==> config.mk <==
export PLATFORM = sky130hd
export DESIGN_NAME = multicycle_sequencer_flat
export DESIGN_NICKNAME = d
export VERILOG_FILES = /design/src/rtl/multicycle_sequencer_if.sv /design/src/rtl/multicycle_sequencer.sv /design/src/flat_wrapper.sv
export SDC_FILE = /design/constraint.sdc
export NUM_CORES = 1
export LEC_CHECK = 0
export ABC_AREA = 1
export CAP_MARGIN = 30
export CORE_AREA = 2 2 71 73
export DETAILED_ROUTE_END_ITERATION = 16
export DIE_AREA = 0 0 73 75
export PLACE_DENSITY = 0.68
export SLEW_MARGIN = 20
export SYNTH_ARGS = -nofsm -noshare
export SYNTH_HDL_FRONTEND = slang
export SYNTH_SLANG_ARGS = --single-unit
==> constraint.sdc <==
create_clock -name clk -period 2.9 [get_ports clk]
set_clock_uncertainty 0.15 [all_clocks]
set_input_delay 0.435 -clock clk [delete_from_list [all_inputs] [get_ports clk]]
set_output_delay 0.435 -clock clk [all_outputs]
set_load 0.02 [all_outputs]
==> src/rtl/multicycle_sequencer_if.sv <==
// multicycle_sequencer_if: control/status bundle between the sequencer
// and its datapath (slave = sequencer, master = datapath side).
interface multicycle_sequencer_if;
    logic        run;
    logic [2:0]  instr_class;
    logic        ret_flag;
    logic        branch_taken;
    logic        mem_ready;
    logic [4:0]  stage;
    logic        ir_load;
    logic        reg_we;
    logic        mem_rd;
    logic        mem_wr;
    logic        pc_we;
    logic [1:0]  pc_sel;
    logic        push;
    logic        pop;
    logic [3:0]  call_depth;
    logic        err_overflow;
    logic        err_underflow;
    logic [15:0] retired;

    modport master (
        output run, instr_class, ret_flag, branch_taken, mem_ready,
        input  stage, ir_load, reg_we, mem_rd, mem_wr, pc_we, pc_sel,
        input  push, pop, call_depth, err_overflow, err_underflow, retired
    );

    modport slave (
        input  run, instr_class, ret_flag, branch_taken, mem_ready,
        output stage, ir_load, reg_we, mem_rd, mem_wr, pc_we, pc_sel,
        output push, pop, call_depth, err_overflow, err_underflow, retired
    );
endinterface

==> src/rtl/multicycle_sequencer.sv <==
// multicycle_sequencer: IF/ID/EX/MEM/WB control FSM with an 8-deep return stack.
// Define SEQ_MEM_WAIT_EN to stall in MEM until mem_ready is sampled high.
module multicycle_sequencer (
    input  logic clk,
    input  logic reset,
    multicycle_sequencer_if.slave bus
);
    typedef enum logic [2:0] {
        S_IDLE, S_IF, S_ID, S_EX, S_MEM, S_WB
    } state_t;

    localparam logic [2:0] C_ALU    = 3'd0;
    localparam logic [2:0] C_LOAD   = 3'd1;
    localparam logic [2:0] C_STORE  = 3'd2;
    localparam logic [2:0] C_BRANCH = 3'd3;
    localparam logic [2:0] C_JUMP   = 3'd4;
    localparam logic [2:0] C_CALL   = 3'd5;
    localparam logic [2:0] C_CMP    = 3'd6;
    localparam logic [2:0] C_NOP    = 3'd7;

    state_t      state_q, state_d;
    logic [2:0]  cls_q;
    logic        ret_q;
    logic [4:0]  stage_q;
    logic        mem_rd_q, mem_wr_q;
    logic [3:0]  depth_q, depth_d;
    logic        ovf_q, unf_q;
    logic [15:0] retired_q;

    logic [2:0]  cls;
    logic        mem_done, last, is_call, want_pop;
    logic        push, pop, ovf_set, unf_set;
    logic [1:0]  pc_sel;

    // In ID the class comes straight from the decoder; afterwards only the latch.
    assign cls = (state_q == S_ID) ? bus.instr_class : cls_q;

`ifdef SEQ_MEM_WAIT_EN
    assign mem_done = bus.mem_ready;
`else
    assign mem_done = 1'b1;
`endif

    always_comb begin
        last = 1'b0;
        case (state_q)
            S_ID:  last = (cls == C_JUMP) || (cls == C_CALL) || (cls == C_NOP);
            S_EX:  last = (cls == C_BRANCH) || (cls == C_CMP);
            S_MEM: last = (cls == C_STORE) && mem_done;
            S_WB:  last = 1'b1;
            default: last = 1'b0;
        endcase
    end

    always_comb begin
        state_d = state_q;
        case (state_q)
            S_IDLE: state_d = bus.run ? S_IF : S_IDLE;
            S_IF:   state_d = S_ID;
            S_ID:   state_d = S_EX;
            S_EX:   state_d = ((cls == C_LOAD) || (cls == C_STORE)) ? S_MEM : S_WB;
            S_MEM:  state_d = mem_done ? S_WB : S_MEM;
            default: state_d = S_IDLE;
        endcase
        if (last) state_d = bus.run ? S_IF : S_IDLE;
    end

    assign is_call  = last && (state_q == S_ID) && (cls == C_CALL);
    assign push     = is_call && (depth_q < 4'd8);
    assign ovf_set  = is_call && (depth_q >= 4'd8);
    assign want_pop = last && ret_q &&
                      ((cls == C_ALU) || (cls == C_LOAD) || (cls == C_STORE));
    assign pop      = want_pop && (depth_q != 4'd0);
    assign unf_set  = want_pop && (depth_q == 4'd0);
    assign depth_d  = depth_q + {3'b000, push} - {3'b000, pop};

    always_comb begin
        pc_sel = 2'b00;
        if (last) begin
            if ((cls == C_JUMP) || (cls == C_CALL)) pc_sel = 2'b01;
            else if (cls == C_BRANCH)               pc_sel = {bus.branch_taken, 1'b0};
            else if (pop)                           pc_sel = 2'b11;
        end
    end

    always_ff @(posedge clk or posedge reset) begin
        if (reset) begin
            state_q   <= S_IDLE;
            cls_q     <= C_ALU;
            ret_q     <= 1'b0;
            stage_q   <= 5'b0;
            mem_rd_q  <= 1'b0;
            mem_wr_q  <= 1'b0;
            depth_q   <= 4'd0;
            ovf_q     <= 1'b0;
            unf_q     <= 1'b0;
            retired_q <= 16'd0;
        end else begin
            state_q <= state_d;
            if (state_q == S_ID) begin
                cls_q <= bus.instr_class;
                ret_q <= bus.ret_flag;
            end
            stage_q   <= {state_d == S_WB, state_d == S_MEM, state_d == S_EX,
                          state_d == S_ID, state_d == S_IF};
            mem_rd_q  <= (state_d == S_MEM) && (cls == C_LOAD);
            mem_wr_q  <= (state_d == S_MEM) && (cls == C_STORE);
            depth_q   <= depth_d;
            ovf_q     <= ovf_q | ovf_set;
            unf_q     <= unf_q | unf_set;
            retired_q <= retired_q + {15'd0, last};
        end
    end

    assign bus.stage         = stage_q;
    assign bus.ir_load       = stage_q[0];
    assign bus.reg_we        = stage_q[4];
    assign bus.mem_rd        = mem_rd_q;
    assign bus.mem_wr        = mem_wr_q;
    assign bus.pc_we         = last;
    assign bus.pc_sel        = pc_sel;
    assign bus.push          = push;
    assign bus.pop           = pop;
    assign bus.call_depth    = depth_q;
    assign bus.err_overflow  = ovf_q;
    assign bus.err_underflow = unf_q;
    assign bus.retired       = retired_q;
endmodule

==> src/flat_wrapper.sv <==
// flat-port wrapper written by rule: the top's interface ports become plain ports
module multicycle_sequencer_flat 
  (clk, reset, bus_run, bus_instr_class, bus_ret_flag, bus_branch_taken, bus_mem_ready, bus_stage, bus_ir_load, bus_reg_we, bus_mem_rd, bus_mem_wr, bus_pc_we, bus_pc_sel, bus_push, bus_pop, bus_call_depth, bus_err_overflow, bus_err_underflow, bus_retired);
  multicycle_sequencer_if bus_i ();
  input  logic clk;
  input  logic reset;
  input wire logic [$bits(bus_i.run)-1:0] bus_run;
  input wire logic [$bits(bus_i.instr_class)-1:0] bus_instr_class;
  input wire logic [$bits(bus_i.ret_flag)-1:0] bus_ret_flag;
  input wire logic [$bits(bus_i.branch_taken)-1:0] bus_branch_taken;
  input wire logic [$bits(bus_i.mem_ready)-1:0] bus_mem_ready;
  output wire logic [$bits(bus_i.stage)-1:0] bus_stage;
  output wire logic [$bits(bus_i.ir_load)-1:0] bus_ir_load;
  output wire logic [$bits(bus_i.reg_we)-1:0] bus_reg_we;
  output wire logic [$bits(bus_i.mem_rd)-1:0] bus_mem_rd;
  output wire logic [$bits(bus_i.mem_wr)-1:0] bus_mem_wr;
  output wire logic [$bits(bus_i.pc_we)-1:0] bus_pc_we;
  output wire logic [$bits(bus_i.pc_sel)-1:0] bus_pc_sel;
  output wire logic [$bits(bus_i.push)-1:0] bus_push;
  output wire logic [$bits(bus_i.pop)-1:0] bus_pop;
  output wire logic [$bits(bus_i.call_depth)-1:0] bus_call_depth;
  output wire logic [$bits(bus_i.err_overflow)-1:0] bus_err_overflow;
  output wire logic [$bits(bus_i.err_underflow)-1:0] bus_err_underflow;
  output wire logic [$bits(bus_i.retired)-1:0] bus_retired;
  assign bus_i.run = bus_run;
  assign bus_i.instr_class = bus_instr_class;
  assign bus_i.ret_flag = bus_ret_flag;
  assign bus_i.branch_taken = bus_branch_taken;
  assign bus_i.mem_ready = bus_mem_ready;
  assign bus_stage = bus_i.stage;
  assign bus_ir_load = bus_i.ir_load;
  assign bus_reg_we = bus_i.reg_we;
  assign bus_mem_rd = bus_i.mem_rd;
  assign bus_mem_wr = bus_i.mem_wr;
  assign bus_pc_we = bus_i.pc_we;
  assign bus_pc_sel = bus_i.pc_sel;
  assign bus_push = bus_i.push;
  assign bus_pop = bus_i.pop;
  assign bus_call_depth = bus_i.call_depth;
  assign bus_err_overflow = bus_i.err_overflow;
  assign bus_err_underflow = bus_i.err_underflow;
  assign bus_retired = bus_i.retired;
  multicycle_sequencer u_core (.clk(clk), .reset(reset), .bus(bus_i));
endmodule
==> summary by stage, run 1 <==
Setup path
The slowest cell on the critical path is dfrtp_1. STA classifies the critical path endpoint as an output pin. The most repeated library cell on the critical path is nand2_4. The type of the setup path with the least slack is reg2out. The delay contributed by the slowest stage of the critical path is 0.43 ns. The element type at the critical path start is a register.

The signal on the critical path passes through inv_4 -> nand4_1 -> nand2_4 -> nand2_4 -> nor3_4 -> nor2_4 -> nand2_4 -> buf_4 -> inv_2 -> a21oi_1 -> clkdlybuf4s15_1. The number of buffers and inverters on the critical path is 4. The required time reported for the critical path endpoint is 2.32 ns. The top cell family by delay on the critical path is simple AND/OR/NAND/NOR gates.

The arrival time reported for the critical path endpoint is between 2 and 2.5 ns. Of all nets on the critical path, the largest fanout is 6.

Drt
The post-route antenna net violation count is 0. The average via count per standard cell is 4.64. The final wirelength is 3760 um. After detailed routing, the number of remaining DRC violations is 0. The number of search-and-repair iterations in the first detailed-routing pass is 4.

Dividing the detail-routed wire length by the instance count gives 11.6 um. The detailed router placed 1,507 vias in this run. The violation count after the first detailed-routing iteration is 18.

Timing
The total negative slack is 0 ns. After layout, the worst path uses 95.5% of the clock period. The count of final hold-check violations is 0.

The clock period minus worst slack is 2.77 ns. Setup repair after global routing could not meet its margin everywhere. The worst pin sits at a relative slew slack of 70.1%. The number of max-slew violations in the final report is 0. For this run, the top clock speed supported by timing is 0.361 GHz. Setup violations remaining at the end of the flow were counted as 0. The actual transition at the worst max-transition pin is around 0.45 ns. The worst hold-check slack is around 0.32 ns.

Clocking
The count of clock tree sinks is 36. The root buffer selected by CTS is clkbuf_8. The register clock-pin slew on the reported worst setup and hold paths is around 0.07 ns.

The H-tree was split into 2 levels. Counting the buffers created by CTS gives 5. For the worst-skew pair, the clock arrives at the later sink with an insertion delay of approximately 0.28 ns. The clock tree from TritonCTS is done. The buffer levels on the longest clock path is 2. After clock tree synthesis, the flow added hold-fix buffers numbering 0.

Logic synthesis
The most area-hungry cell type in the Yosys netlist is dfrtp_1. Counting flops and latches in the post-synthesis netlist gives 36. The synthesized netlist contains 28 unique library cells. Summing the sequential cell areas from Yosys gives 49.8% of the chip area. For this run, asynchronously set or reset flops after synthesis account for 100%.

Of the post-synthesis cell area, the dominant cell type holds 49.8%. After synthesis, the mean cell area works out to 9.57 sq um. The synthesized area is about 1800 sq um. Synthesis produced a netlist with a net count of between 200 and 250. By area the synthesized netlist is led by dfrtp_1 50%, ha_1 5.5%, nand2_1 5.4%, xor2_1 4.8%, inv_1 4.8%. In the synthesized netlist the dominant register cell turns out to be dfrtp_1. The count of warnings emitted by yosys is 0.

The most numerous cell in the Yosys netlist is dfrtp_1. Synthesis produced between 150 and 200 cells. Ranked by instance count, the synthesized netlist is headed by 36 x dfrtp_1, 26 x nand2_1, 23 x inv_1. The number of enable flip-flop cells after synthesis is 0.

Placed design
The congestion estimate from routability-driven global placement came to 0.835. The placed wire-length estimate is 2680 um. The number of placed cells counting well taps is ~300. The count of buffers inserted at the top-level ports is 43.

Cells and area
The synthesis-to-layout area growth is 53.2%. The layout filler cell count is 393. Once layout is complete, the utilization of the core stands at 59.5%.

The count of inserted antenna diode cells is 0. Once layout is complete, the cells apart from fillers number ~330. In the final layout, the share of cells above drive strength 1 is between 30 and 40%. The net total in the final layout is 288.

Floorplanning
The die covers 5480 sq um. The region available for standard cell placement spans 4660 sq um. The floorplan step set the die height to 75 um.

The starting density of the core is about two fifths. The width of the chip is 73 um. The number of standard-cell rows in the floorplan is 25. 45 I/O pins were placed.

Global routing
The number of global-route vias before repair is about 1.4k. The total congestion overflow after global routing is 0. Global routing consumed, over all layers together, 14.7% of the routing resources. The number of antenna violations at the first check in global routing is 0. The first global-routing pass estimated 6130 um of wire. The maximum number of pins on one net before global-route repair is 37.

Power and ir drop
In this run the power density over the cells is roughly 1000 nW/um^2. IR analysis of the VDD net gives a maximum drop of 0.000546 V. Summed over all cells, the static leakage comes to between 1 and 1.5 nW.

Status
The run finished with clean final reports.

Flow run
Max-cap violations in this run came to 0.

Min path
The kind of path behind the tightest hold check is in2reg.
-- final timing paths --
path	from	cells after the start	slack [ns]	end
min	bus_instr_class[0]	3	0.32	u_core.cls_q[0]
max in group asynchronous	reset	3	1.86	u_core.state_q[1]
max reg2reg	u_core.state_q[2]	15	0.17	u_core.bus.call_depth[2]
min reg2reg	u_core.bus.retired[15]	1	0.32	u_core.bus.retired[15]
max	u_core.state_q[2]	11	0.13	bus_pc_sel[1]
min in group asynchronous	reset	3	0.41	u_core.bus.retired[14]
-- worst register-to-register path, stage by stage, from the launching register on --
cell and delay, ns:
dfrtp_1 0.43, inv_4 0.12, nand4_1 0.15, nand2_4 0.15
nand2_4 0.07, nor3_4 0.19, nor2_4 0.06, nand2_4 0.09
nand3_1 0.12, inv_2 0.09, ha_1 0.21, inv_1 0.05
ha_1 0.16, inv_1 0.06, fa_1 0.38, xnor2_1 0.13
-- metrics by stage --
step                worst slack (ns)  area, sq um  power [mW]
finish                         0.130         2770        2.79
global route                 -0.0592         2770        3.02
CTS                          0.00773         2590        2.66
detailed placement            -0.346         2470        2.28
global placement              -0.277         2470        2.25
floorplan                     0.0556         1810        1.68
-- final cells by class --
class / instances / area [sq um] / share of cell area (%)
Clock buffer: 6 / 82.6 / 2.98
Clock inverter: 2 / 10.0 / 0.361
Inverter: 28 / 108 / 3.88
Tap cell: 54 / 67.6 / 2.44
Timing Repair Buffer: 77 / 694 / 25.1
Sequential cell: 36 / 902 / 32.6
Multi-Input combinational cell: 122 / 907 / 32.7
-- cells in the final DEF, fill, tap and decap left out, drive strengths merged --
master | netlist | final
a21oi | 3 | 3
nand3 | 19 | 19
buf | 3 | 34
inv | 28 | 28
nand3b | 1 | 1
clkdlybuf4s15 | 0 | 2
clkbuf | 0 | 6
nor3 | 2 | 2
xnor2 | 6 | 6
xor2 | 10 | 10
ha | 8 | 8
nand2 | 41 | 41
clkinv | 0 | 2
o21bai | 2 | 2
fa | 1 | 1
dlygate4sd2 | 0 | 2
nand4 | 4 | 4
dfrtp | 36 | 36
nor2 | 20 | 20
clkdlybuf4s50 | 0 | 36
dlymetal6s2s | 0 | 3
a31oi | 2 | 2
o21ai | 1 | 1
and3 | 1 | 1
nor3b | 1 | 1
-- flip-flops by register name, indices dropped and copies added, names as in the netlist --
name and flops:
u_core.cls_q 3, u_core.bus.mem_wr 1, u_core.bus.call_depth 4, u_core.bus.mem_rd 1
u_core.bus.stage 5, u_core.state_q 3, u_core.ret_q 1, u_core.bus.err_underflow 1
u_core.bus.retired 16, u_core.bus.err_overflow 1
-- cell families (layout without fill, tap and decap cells) --
family          after synthesis  in the layout  share of synthesized area [%]
flops                        36             36                           49.8
fa+ha+maj                     9              9                           6.64
buf+inv                      31            113                           6.92
xor+xnor                     16             16                           7.75
simple gates                 89             89                           26.3
compound gates                8              8                           2.63
-- timing repair --
action / in CTS / in global routing
setup buffers: 2 / 7
pin swaps: 1 / 19
setup endpoints to repair: 5 / 11
gates resized for setup: 6 / 34
-- per-layer routing --
layer	GRT usage [%]	routed length, um	up-vias
li1	-	-	755
met1	18.3	1690	715
met2	24.4	1880	30
met3	3.75	132	7
met4	6.17	62	0
met5	0	0	-
-- power by group --
group	switching (mW)	total, mW	internal (mW)
Combinational	0.856	1.61	0.752
Sequential	0.146	0.815	0.669
Clock	0.173	0.362	0.189
Power figures use the tool's default switching activity.
==> run 2: changes to the inputs <==
--- a/config.mk
+++ b/config.mk
@@ -6,11 +6,11 @@
 export NUM_CORES = 1
 export LEC_CHECK = 0
 export ABC_AREA = 1
-export CAP_MARGIN = 30
+export CAP_MARGIN = 20
 export CORE_AREA = 2 2 71 73
 export DETAILED_ROUTE_END_ITERATION = 16
 export DIE_AREA = 0 0 73 75
-export PLACE_DENSITY = 0.68
+export DONT_BUFFER_PORTS = 1
 export SLEW_MARGIN = 20
 export SYNTH_ARGS = -nofsm -noshare
 export SYNTH_HDL_FRONTEND = slang
==> summary by stage, run 2 (synthesis results as in run 1) <==
Status
Run status: complete, no violations (unchanged).

Timing
The highest clock frequency the design can meet is 0.359 GHz (was 0.361 GHz). The count of final hold-check violations came to 0 (unchanged). The number of max-slew violations in the final report is 0 (unchanged). The normalized max-slew margin is 74.1% (was 70.1%).

The total negative slack was 0 ns (unchanged). The total setup violations reported at the end of the flow is 0 (unchanged). The worst hold-check slack is 0.102 ns (was 0.322 ns). The clock period minus worst slack is 2.79 ns (was 2.77 ns). The final cycle utilization of the critical path is 96.1% (was 95.5%).

The actual transition at the worst max-transition pin came to 0.384 ns (was 0.448 ns). Unrepaired setup endpoints after global routing: yes (unchanged).

Global routing
The total congestion overflow after global routing is 0 (unchanged). The number of global-route vias before repair was 1,233 (was 1,404). The global-route wire length before repair is 5490 um (was 6130 um). The total routing usage reported by global routing is 13.4% (was 14.7%). The maximum number of pins on one net before global-route repair was 30 (was 37).

The number of antenna violations at the first check in global routing was 0 (unchanged).

Flow run
The max-capacitance violation count came to 0 (unchanged).

Cells and area
Most used cells in the layout excluding fill and tap cells: 35 x dfrtp_1, 26 x buf_4, 25 x nand2_1 (was 36 x clkdlybuf4s50_1, 35 x dfrtp_1, 33 x buf_4). The layout cell share with drive strength beyond 1 is 33.9% (was 32.1%). The count of inserted antenna diode cells was 0 (unchanged). The synthesis-to-layout area growth is 23.5% (was 53.2%). The net total in the final layout is 238 (was 288). The most common cell after layout, fill and taps aside is dfrtp_1 (was clkdlybuf4s50_1). The count of non-filler cells in the finished layout is 275 (was 325). The number of flip-flops in the largest register is 16 (unchanged).

The final standard cell utilization of the core is 47.9% (was 59.5%).

Clocking
The root buffer selected by CTS is clkbuf_8 (unchanged). The total CTS buffers was 5 (unchanged). The buffer levels on the longest clock path came to 2 (unchanged). The clock tree from TritonCTS is done (unchanged).

The register clock-pin slew on the reported worst setup and hold paths is 0.08 ns (was 0.07 ns). The worst-skew pair later-pin latency is 0.29 ns (was 0.28 ns). The number of H-tree levels is 2 (unchanged).

The count of clock tree sinks is 36 (unchanged).

Setup path
The element type at the critical path start is a register (unchanged). The arrival time reported for the critical path endpoint is 2.85 ns (was 2.19 ns). The maximum fanout count along the critical path is 4 (was 6). The required time reported for the critical path endpoint was 2.96 ns (was 2.32 ns). The capturing element type of the critical path is a register (was output pin). The type of the setup path with the least slack is reg2reg (was reg2out).

Power and ir drop
The total power divided by cell area is 1070 nW/um^2 (was 1000 nW/um^2). The post-route total power was 2.39 mW (was 2.79 mW). The total leakage power is 1.15 nW (was 1.40 nW).

The peak supply drop is 0.000488 V (was 0.000546 V).

Drt
The number of search-and-repair iterations in the first detailed-routing pass is 4 (unchanged). The average via count per standard cell was 4.72 (was 4.64). The violation count after the first detailed-routing iteration came to 38 (was 18). The average routed wire per standard cell came to 12.6 um (was 11.6 um). The post-route antenna net violation count came to 0 (unchanged). The number of DRC violations after detailed routing is 0 (unchanged). The final wirelength is 3460 um (was 3760 um). The number of vias after detailed routing is 1,298 (was 1,507).

Floorplanning
The placeable core region is 4660 sq um (unchanged). The starting density of the core is 38.8% (unchanged). The count of boundary I/O pins is 45 (unchanged). The width of the chip is 73 um (unchanged). The area of the die is 5480 sq um (unchanged). The chip height is 75 um (unchanged). The number of standard-cell rows in the floorplan is 25 (unchanged).

Placed design
The number of placed cells counting well taps is 258 (was 308). The placed wire-length estimate is 2550 um (was 2680 um). The count of buffers inserted at the top-level ports is 0 (was 43). The final RePlAce weighted congestion is 0.796 (was 0.835).

Min path
The kind of path behind the tightest hold check is in2reg (unchanged).
-- run 2: changes by cell type in the layout (fill, tap and decap cells not counted), moves of 2 or more --
cell	change
buf_4	-7
clkdlybuf4s15_1	-2
clkdlybuf4s50_1	-36
dlygate4sd2_1	-2
dlymetal6s2s_1	-3
nand2_1	+2
nand2_4	-2
-- run 2: worst paths after layout --
path                                   start                endpoint  slack, ns  cells past startpoint
setup / recovery           u_core.state_q[0]  u_core.bus.retired[14]       0.11                     16
hold / removal                  bus_ret_flag            u_core.ret_q       0.10                      2
setup reg to reg           u_core.state_q[0]  u_core.bus.retired[14]       0.11                     16
hold reg to reg                 u_core.ret_q            u_core.ret_q       0.35                      2
max in group asynchronous              reset       u_core.state_q[1]       1.55                      3
min in group asynchronous              reset  u_core.bus.retired[10]       0.37                      2
-- run 2: per-stage QoR --
step	cell area, sq um	setup slack [ns]
6_report	2230	0.114
2_1_floorplan	1810	0.0556
3_3_place_gp	1990	0.0297
4_1_cts	2100	0.0357
3_5_place_dp	1990	0.0133
5_1_grt	2230	-0.0541
-- run 2: power breakdown --
group          switching [mW]  internal, mW
clock network           0.187         0.167
registers               0.293         0.667
logic                   0.629         0.447
-- run 2: timing repair --
action	CTS	global route
resized for setup	4	17
pin swaps	0	7
setup endpoints to repair	1	7
setup buffers	0	8
hold buffers	1	0
hold endpoints to repair	7	0
-- run 2: worst max-delay path: stages, from the launching register on --
cell	delay (ns)
dfrtp_1	0.42
buf_4	0.15
nor2_1	0.20
nand2_1	0.13
nor3_4	0.21
nor2_4	0.06
nand2_4	0.10
ha_4	0.13
ha_2	0.16
nand2_1	0.06
nor2_2	0.15
nand3_2	0.10
nor2_2	0.15
and3_4	0.20
nand3_4	0.08
nor2_4	0.13
xor2_1	0.14
-- run 2: final cells by class --
cell class                 count  area [sq um]
clock buffer                   5          68.8
clock inverter                 3          18.8
fill                         444          2430
inverter                      28           108
multi-input combinational    122           865
sequential                    36           902
tap                           54          67.6
timing repair buffer          27           205
-- run 2: layer usage --
layer / up-vias / share of wire, % / track usage, %
li1: 656 / - / -
met2: 37 / 48 / 21.9
met5: - / 0 / 0
met4: 0 / 1.5 / 5.56
met3: 6 / 6.1 / 5.62
met1: 599 / 45 / 15.7
==> run 3: changes to the inputs <==
--- a/config.mk
+++ b/config.mk
@@ -7,9 +7,10 @@
 export LEC_CHECK = 0
 export ABC_AREA = 1
 export CAP_MARGIN = 20
-export CORE_AREA = 2 2 71 73
+export CORE_AREA = 2 2 90 58
+export CTS_BUF_LIST = sky130_fd_sc_hd__clkbuf_4 sky130_fd_sc_hd__clkbuf_8
 export DETAILED_ROUTE_END_ITERATION = 16
-export DIE_AREA = 0 0 73 75
+export DIE_AREA = 0 0 92 60
 export DONT_BUFFER_PORTS = 1
 export SLEW_MARGIN = 20
 export SYNTH_ARGS = -nofsm -noshare
==> summary by stage, run 3 (synthesis results as in run 1) <==
Floorplanning
The width of the chip is 92 um (was 73 um). The area of the die is 5520 sq um (was 5480 sq um). The placeable core region is 4750 sq um (was 4660 sq um).

The starting density of the core was 38.1% (was 38.8%). The chip height is 60 um (was 75 um). The number of standard-cell rows in the floorplan is 20 (was 25). The count of boundary I/O pins is 45 (unchanged).

Global routing
The total routing usage reported by global routing is 14.2% (was 13.4%). The maximum number of pins on one net before global-route repair came to 20 (was 30). The total congestion overflow after global routing is 0 (unchanged). The global-route wire length before repair came to 5870 um (was 5490 um).

The number of antenna violations at the first check in global routing is 0 (unchanged). The number of global-route vias before repair is 1,215 (was 1,233).

Placed design
The count of buffers inserted at the top-level ports is 0 (unchanged). The placed wire-length estimate is 2790 um (was 2550 um). The final RePlAce weighted congestion is 0.837 (was 0.796). The cell area reported after detailed placement is 2030 sq um (was 1990 sq um). The pre-CTS setup slack is -0.00600 ns (was 0.0133 ns). The number of placed cells counting well taps came to 271 (was 258).

Clocking
The number of H-tree levels is 2 (unchanged). The register clock-pin slew on the reported worst setup and hold paths was 0.07 ns (was 0.08 ns). The count of clock tree sinks is 36 (unchanged). The count of hold-fix buffers inserted at cts is 0 (was 1).

The total CTS buffers is 5 (unchanged). The clock tree from TritonCTS is done (unchanged). The root buffer selected by CTS is clkbuf_8 (unchanged). The worst-skew pair later-pin latency is 0.28 ns (was 0.29 ns).

The buffer levels on the longest clock path is 2 (unchanged).

Min path
The kind of path behind the tightest hold check is in2async (was in2reg).

Cells and area
The multi-input logic area was 885 sq um (was 865 sq um). The final standard cell utilization of the core is 47.6% (was 47.9%). The post-route standard cell area excluding fillers is 2260 sq um (was 2230 sq um).

The area taken by flip-flops and latches is 902 sq um (unchanged). The layout cell share with drive strength beyond 1 is 35.2% (was 33.9%). The count of inserted antenna diode cells is 0 (unchanged). The synthesis-to-layout area growth is 25.0% (was 23.5%). The layout filler cell count is 442 (was 444). The number of flip-flops in the largest register is 16 (unchanged). The most common cell after layout, fill and taps aside is dfrtp_1 (unchanged).

Most used cells in the layout excluding fill and tap cells: 35 x dfrtp_1, 23 x nand2_1, 22 x inv_1 (was 35 x dfrtp_1, 26 x buf_4, 25 x nand2_1). The net total in the final layout is 234 (was 238). The count of non-filler cells in the finished layout is 282 (was 275).

Setup path
The element type at the critical path start was a register (unchanged). The type of the setup path with the least slack is reg2reg (unchanged). The required time reported for the critical path endpoint is 2.96 ns (about the same). The arrival time reported for the critical path endpoint is 2.84 ns (was 2.85 ns). The maximum fanout count along the critical path is 6 (was 4). The capturing element type of the critical path was a register (unchanged).

Flow run
The max-capacitance violation count is 0 (unchanged).

Drt
The average routed wire per standard cell is 13.2 um (was 12.6 um). The final wirelength was 3730 um (was 3460 um). The post-route antenna net violation count is 0 (unchanged). The number of vias after detailed routing was 1,270 (was 1,298). The number of search-and-repair iterations in the first detailed-routing pass came to 4 (unchanged). The number of DRC violations after detailed routing is 0 (unchanged).

The average via count per standard cell is 4.50 (was 4.72). The violation count after the first detailed-routing iteration is 42 (was 38).

Power and ir drop
The post-route total power came to 2.47 mW (was 2.39 mW). The total power divided by cell area is 1090 nW/um^2 (was 1070 nW/um^2). The peak supply drop is 0.000561 V (was 0.000488 V).

The total leakage power was 1.13 nW (was 1.15 nW).

Timing
The total setup violations reported at the end of the flow was 0 (unchanged). Unrepaired setup endpoints after global routing: yes (unchanged). The count of final hold-check violations was 0 (unchanged). The final cycle utilization of the critical path is 95.9% (was 96.1%). The highest clock frequency the design can meet is 0.359 GHz (about the same).

The normalized max-slew margin is 52.7% (was 74.1%). The actual transition at the worst max-transition pin is 0.709 ns (was 0.384 ns). The setup slack of the critical path after layout came to 0.118 ns (was 0.114 ns). The total negative slack is 0 ns (unchanged). The number of max-slew violations in the final report is 0 (unchanged). The worst hold-check slack was 0.00202 ns (was 0.102 ns).

The clock period minus worst slack is 2.78 ns (was 2.79 ns).

Status
Run status: complete, no violations (unchanged).
-- run 3: cell types whose count changed in the layout (fill, tap and decap cells not counted), sizes merged --
cell and delta:
clkbuf +2, buf -3, dlygate4sd3 -1, clkinv -3
-- run 3: worst max-delay path: stages (launching register included) --
cell,delay (ns)
dfrtp_1,0.41
inv_4,0.11
nand3_4,0.12
nand2_2,0.11
nand2_4,0.07
nor2_4,0.11
nand2_1,0.06
nand2_2,0.08
nand2_2,0.08
nand2_4,0.09
ha_4,0.13
ha_2,0.17
nand2_1,0.06
nor2_2,0.15
nand3_2,0.10
nor2_2,0.16
and3_4,0.21
nand3_4,0.08
nor2_4,0.12
xor2_1,0.14
-- run 3: power by group --
| group | internal, mW | switching (mW) | total, mW |
|---|---|---|---|
| registers | 0.668 | 0.297 | 0.964 |
| clock network | 0.212 | 0.171 | 0.383 |
| logic | 0.456 | 0.668 | 1.12 |
-- run 3: routing by layer --
metal	vias up	share of wire [%]	track usage [%]
li1	647	-	-
met1	589	54	20.2
met2	32	39	19.0
met3	2	6.3	5.93
met4	0	0.64	5.33
met5	-	0	0
-- run 3: path summary, 6_finish.rpt --
| check | from | endpoint | slack, ns | depth (start not counted) |
|---|---|---|---|---|
| worst max register to register | u_core.state_q[2] | u_core.bus.retired[14] | 0.12 | 19 |
| min in group clk | bus_ret_flag | u_core.ret_q | 0.11 | 2 |
| worst min register to register | u_core.ret_q | u_core.ret_q | 0.35 | 2 |
| max in group asynchronous | reset | u_core.bus.retired[10] | 2.05 | 2 |
| worst max-delay path | u_core.state_q[2] | u_core.bus.retired[14] | 0.12 | 19 |
| worst min-delay path | reset | u_core.bus.retired[7] | 0.002 | 1 |
-- run 3: layout make-up --
class | instances | area share [%]
Clock buffer | 7 | 4.26
Multi-Input combinational cell | 122 | 39.1
Inverter | 28 | 4.76
Sequential cell | 36 | 39.9
Tap cell | 66 | 3.65
Timing Repair Buffer | 23 | 8.35
-- run 3: repair_timing --
action,4_1_cts,5_1_grt
buffers inserted,0,4
resized for setup,3,25
endpoints found under the setup margin,3,7
pin swaps,0,14
gates cloned,0,0
==> RTL change 1, RTL diff (settings of run 2) <==
Build with the macro `SEQ_MEM_WAIT_EN` defined.
--- a/src/rtl/multicycle_sequencer.sv
+++ b/src/rtl/multicycle_sequencer.sv
@@ -2,2 +2,4 @@
 // Define SEQ_MEM_WAIT_EN to stall in MEM until mem_ready is sampled high.
+`define SEQ_MEM_WAIT_EN
+
 module multicycle_sequencer (
Formal check against the unedited RTL: not equivalent (a bounded check fails within 10 cycles, from zero or initial values and one cycle with reset high).
==> RTL change 1 against run 2 <==
- the run now ends with negative hold slack left
- die area stayed put
- synthesized cell count is 1.6% higher
- non-clock buffer count fell by 12
- power increased by 2.3%
- synthesized area down 0.35%
- first-iteration DRC count up 89%
- final area down 3.6%
- cell count fell by 3.3%
- setup slack better by 0.0020 ns
- count of clock-buffer cells in the layout increased by 1
- wire length increased by 1.8%
- sequential cell count stayed put
==> RTL change 1: results (changes against run 2) <==
path_clk_slew_ns: 0.07
p_comb_share_pct: 39.9  # -5.1 points
async_reset_ff_share_pct: 100  # unchanged
drt-met1-wl_um: 1430  # -7.4%
drt-initial-drc-count: 72  # +89%
synth.avg_cell_area_um2: 9.39  # -1.9%
hp-class: "input port to asynchronous set/reset pin"
p_leak_nw: 1.10  # -4.0%
num-fill-cells: 439  # -1.1%
wl_met2_um: 1760  # +6.9%
r2r_cells: 17  # +1
period_needed_ns: 2.78  # -0.00201 ns
placed_cell_area_um2: 1930  # -2.9%
dp_cells: 255  # -1.2%
yosys_warnings: 0  # unchanged
regToRegSetupSlack_ns: 0.12
clockBufferDepth: 2  # unchanged
vdd_ir_drop_max_uv: 494  # +1.1%
drive_gt1_share_pct: 25.5  # -8.5 points
vias_per_cell: 4.85  # +2.8%
design_area_um2: 2150  # -3.6%
dpl.hpwl_um: 2590  # +1.4%
hold_violations: 31  # +31
num_vias: 1291  # -0.54%
cts_buffers: 5  # unchanged
p_seq_w: 0.00104  # +8%
grt_util_met1_pct: 14.7  # -1.0 points
grt_use_met2_pct: 22.2  # +0.30 points
grt_usage_pct: 13.5  # +0.061 points
hold_slack_ns: -0.0152  # -0.117 ns
synthTopCellsByArea: "dfrtp_1 (50%), nand2_1 (6.7%), inv_1 (6.5%)"
nNetsFinal: 229  # -3.8%
cp_max_fo: 8  # +4
p_sw_share_pct: 45.7  # -0.69 points
route.met3.wl_um: 228  # +7.5%
ant_nets: 0  # unchanged
p_seq_share_pct: 42.4  # +2.2 points
place_ws_ns: 0.0399  # +0.0266 ns
grt_pass1_vias: 1223  # -0.81%
port_buffers: 0  # unchanged
grt_max_degree: 37  # +23%
synth_fp_nets: 210  # +1.4%
violations: "negative hold slack"
ys_top_cells_by_count: "dfrtp_1 (36), nand2_1 (32), inv_1 (31), nand3_1 (19), nor2_1 (15)"
grtUsageMet3_pct: 5.89  # +0.27 points
rr_startpoint: "u_core.state_q[0]"
post_synth_num_cell_types: 24  # -14%
worstSkewPairLatency_ns: 0.28
root_buffer: "clkbuf_8"
largest_register_ffs: 16  # unchanged
topRoutingLayerUsed: "met4"
grt_pass1_wl_um: 5510  # +0.25%
wl_per_cell_um: 13.2  # +5.2%
seq_area_frac_synth_pct: 50.0  # +0.17 points
outcome: "finished with violations"
tightest_slew_ns: 0.449  # +0.0651 ns
reg2reg_to: "u_core.bus.call_depth[2]"
arrival_ns: 2.80  # -0.05 ns
place_congestion: 0.786  # -1.3%
[RTL change 1: cell types whose count changed after synthesis, sizes merged, moves of 2 or more]
cell	delta
inv	+3
nor3	+2
nand3	+2
xnor2	+2
xor2	-2
[RTL change 1: what timing repair did]
action,CTS,global route
gates resized for setup,0,23
buffers inserted,0,3
endpoints found under the setup margin,0,9
[RTL change 1: final cells by class]
class,count,share of cell area [%]
clock buffers,6,3.37
clock inverters,2,1.63
inverters,31,5.40
multi-input cells,122,39.3
flip-flops and latches,36,41.9
well taps,54,3.14
repair buffers,15,5.23
[RTL change 1: worst max-delay path: stages (launching register included)]
cell and delay, ns:
dfrtp_1 0.44, nor2_4 0.23, nand2_4 0.13, nand2_2 0.09, nand2_2 0.07, nor2_4 0.13
nand2_1 0.05, nand2_1 0.07, nand2_2 0.07, nand2_4 0.09, nand3_2 0.09, inv_2 0.07
ha_1 0.21, inv_1 0.06, ha_2 0.17, inv_1 0.05, fa_1 0.37, xnor2_1 0.13
[RTL change 1: kinds of logic (layout without fill, tap and decap cells)]
kind of cell / Yosys count / in the layout / share of synthesized area [%]
xor gates and xnor gates: 16 / 16 / 7.77
AOI/OAI and AO/OA: 8 / 8 / 2.57
muxes: 1 / 1 / 0.625
and+or+nand+nor: 88 / 88 / 24.5
buffers and inverters: 34 / 54 / 7.91
adders and majority gates: 9 / 9 / 6.66
DFF: 36 / 36 / 50.0
[RTL change 1: how the worst max path moves through the flow]
stage,cells past startpoint,to,start
after floorplan,17,u_core.bus.call_depth[2],u_core.state_q[0]
after global placement,14,u_core.bus.retired[15],u_core.state_q[0]
after detailed placement,14,u_core.bus.retired[15],u_core.state_q[0]
after CTS,14,u_core.bus.retired[15],u_core.state_q[0]
after global routing,17,u_core.bus.retired[14],u_core.state_q[2]
final,17,u_core.bus.call_depth[2],u_core.state_q[0]
==> RTL change 2, RTL diff (config.mk and constraints of run 2) <==
Without the edit above. `stage_q` no longer has a reset.
--- a/src/rtl/multicycle_sequencer.sv
+++ b/src/rtl/multicycle_sequencer.sv
@@ -90,3 +90,2 @@
             ret_q     <= 1'b0;
-            stage_q   <= 5'b0;
             mem_rd_q  <= 1'b0;
@@ -103,4 +102,2 @@
             end
-            stage_q   <= {state_d == S_WB, state_d == S_MEM, state_d == S_EX,
-                          state_d == S_ID, state_d == S_IF};
             mem_rd_q  <= (state_d == S_MEM) && (cls == C_LOAD);
@@ -112,2 +109,6 @@
         end
+    end
+
+    always_ff @(posedge clk) begin
+        stage_q <= {state_d == S_WB, state_d == S_MEM, state_d == S_EX, state_d == S_ID, state_d == S_IF};
     end
Check against the original RTL: not equivalent (a bounded check fails within 4 cycles, from zero or initial values and one cycle with reset high).
==> RTL change 2 against run 2 <==
- via count is 0.69% higher
- sequential power is 4.1% higher
- global-route usage is 0.14 points higher
- wire length hardly changed
- clock power is 10% higher
- cell count is 1.5% higher
- critical path depth is 1 higher
- final area is 3.5% higher
- setup slack better by 0.021 ns
- die area stayed put
- sequential cell count stayed put
- power is 6.1% higher
- synthesized area is 0.55% higher
- critical path type unchanged
- largest cell class is now multi-input gates
- largest power group unchanged
==> RTL change 2: results (changes against run 2) <==
regToRegSetupSlack_ns: 0.14  # +0.02 ns
p_leak_nw: 1.16  # +0.46%
outcome: "completed"
synth.avg_cell_area_um2: 9.52  # -0.50%
grt_pass1_vias: 1210  # -1.9%
min_to: "u_core.state_q[0]"
p_int_w: 0.00138  # +7.8%
area_growth_pct: 27.2
p_seq_w: 0.000999  # +4.1%
drt-met1-wl_um: 1540  # -0.78%
grt_util_met1_pct: 16.8  # +1.1 points
rr_startpoint: "u_core.state_q[2]"
pg_clk_w: 0.000391  # +10%
route.met3.wl_um: 211  # -0.47%
grt_usage_pct: 13.6  # +0.14 points
arrival_ns: 2.78  # -0.07 ns
synthTopCellsByArea: "dfrtp_1 (43%), inv_1 (6.4%), dfxtp_1 (5.5%)"
num-fill-cells: 432  # -2.7%
vdd_ir_drop_max_uv: 616  # +26%
r2r_cells: 17  # +1
place_ws_ns: 0.0552  # +0.0418 ns
clkbuf_count: 8  # +3
synth_fp_nets: 209  # +0.97%
inverters: 37  # +32%
placed_cell_area_um2: 2010  # +1.1%
buffer_area_share_pct: 9.84  # +0.66 points
wl_per_cell_um: 12.4  # -1.5%
grtUsageMet3_pct: 5.35  # -0.27 points
grt_pass1_wl_um: 5620  # +2.4%
place_congestion: 0.833  # +4.7%
synth_adder_area_share_pct: 6.60  # -0.037 points
synth_compound_area_share_pct: 3.09  # +0.47 points
clock_area_share_pct: 4.33  # +0.41 points
dpl.hpwl_um: 2550  # about the same
multi_input_area_um2: 893  # +3.3%
num_vias: 1307  # +0.69%
finalNonFillerCells: 279  # +1.5%
wl_met2_um: 1650  # +0.12%
pg_comb_w: 0.00115  # +6%
tightest_slew_ns: 0.430  # +0.0454 ns
max_stage_delay_ns: 0.39  # -0.03 ns
[RTL change 2: cell types whose count changed after synthesis, sizes merged, moves of 4 or more]
cell / run 2 / this run
nand3: 19 / 15
dfrtp: 36 / 31
dfxtp: 0 / 5
nand2: 41 / 36
nand4: 4 / 8
nor2: 20 / 16
inv: 28 / 36
[RTL change 2: worst max-delay path by stage]
stage                 startpoint                       end  slack [ns]  cells after the start
2_1_floorplan  u_core.state_q[2]  u_core.bus.call_depth[2]        0.13                     17
3_3_place_gp   u_core.state_q[1]    u_core.bus.retired[14]        0.05                     16
3_5_place_dp   u_core.state_q[1]    u_core.bus.retired[14]        0.06                     16
4_1_cts        u_core.state_q[1]    u_core.bus.retired[14]        0.02                     16
5_1_grt        u_core.state_q[2]    u_core.bus.retired[12]       -0.15                     19
6_report       u_core.state_q[2]    u_core.bus.retired[14]        0.14                     17
[RTL change 2: what timing repair did]
item                                   CTS  global route
buffers inserted                         0             9
setup endpoints to repair                0             9
hold buffers                             1             0
endpoints found under the hold margin   10             0
gates resized for setup                  0            30
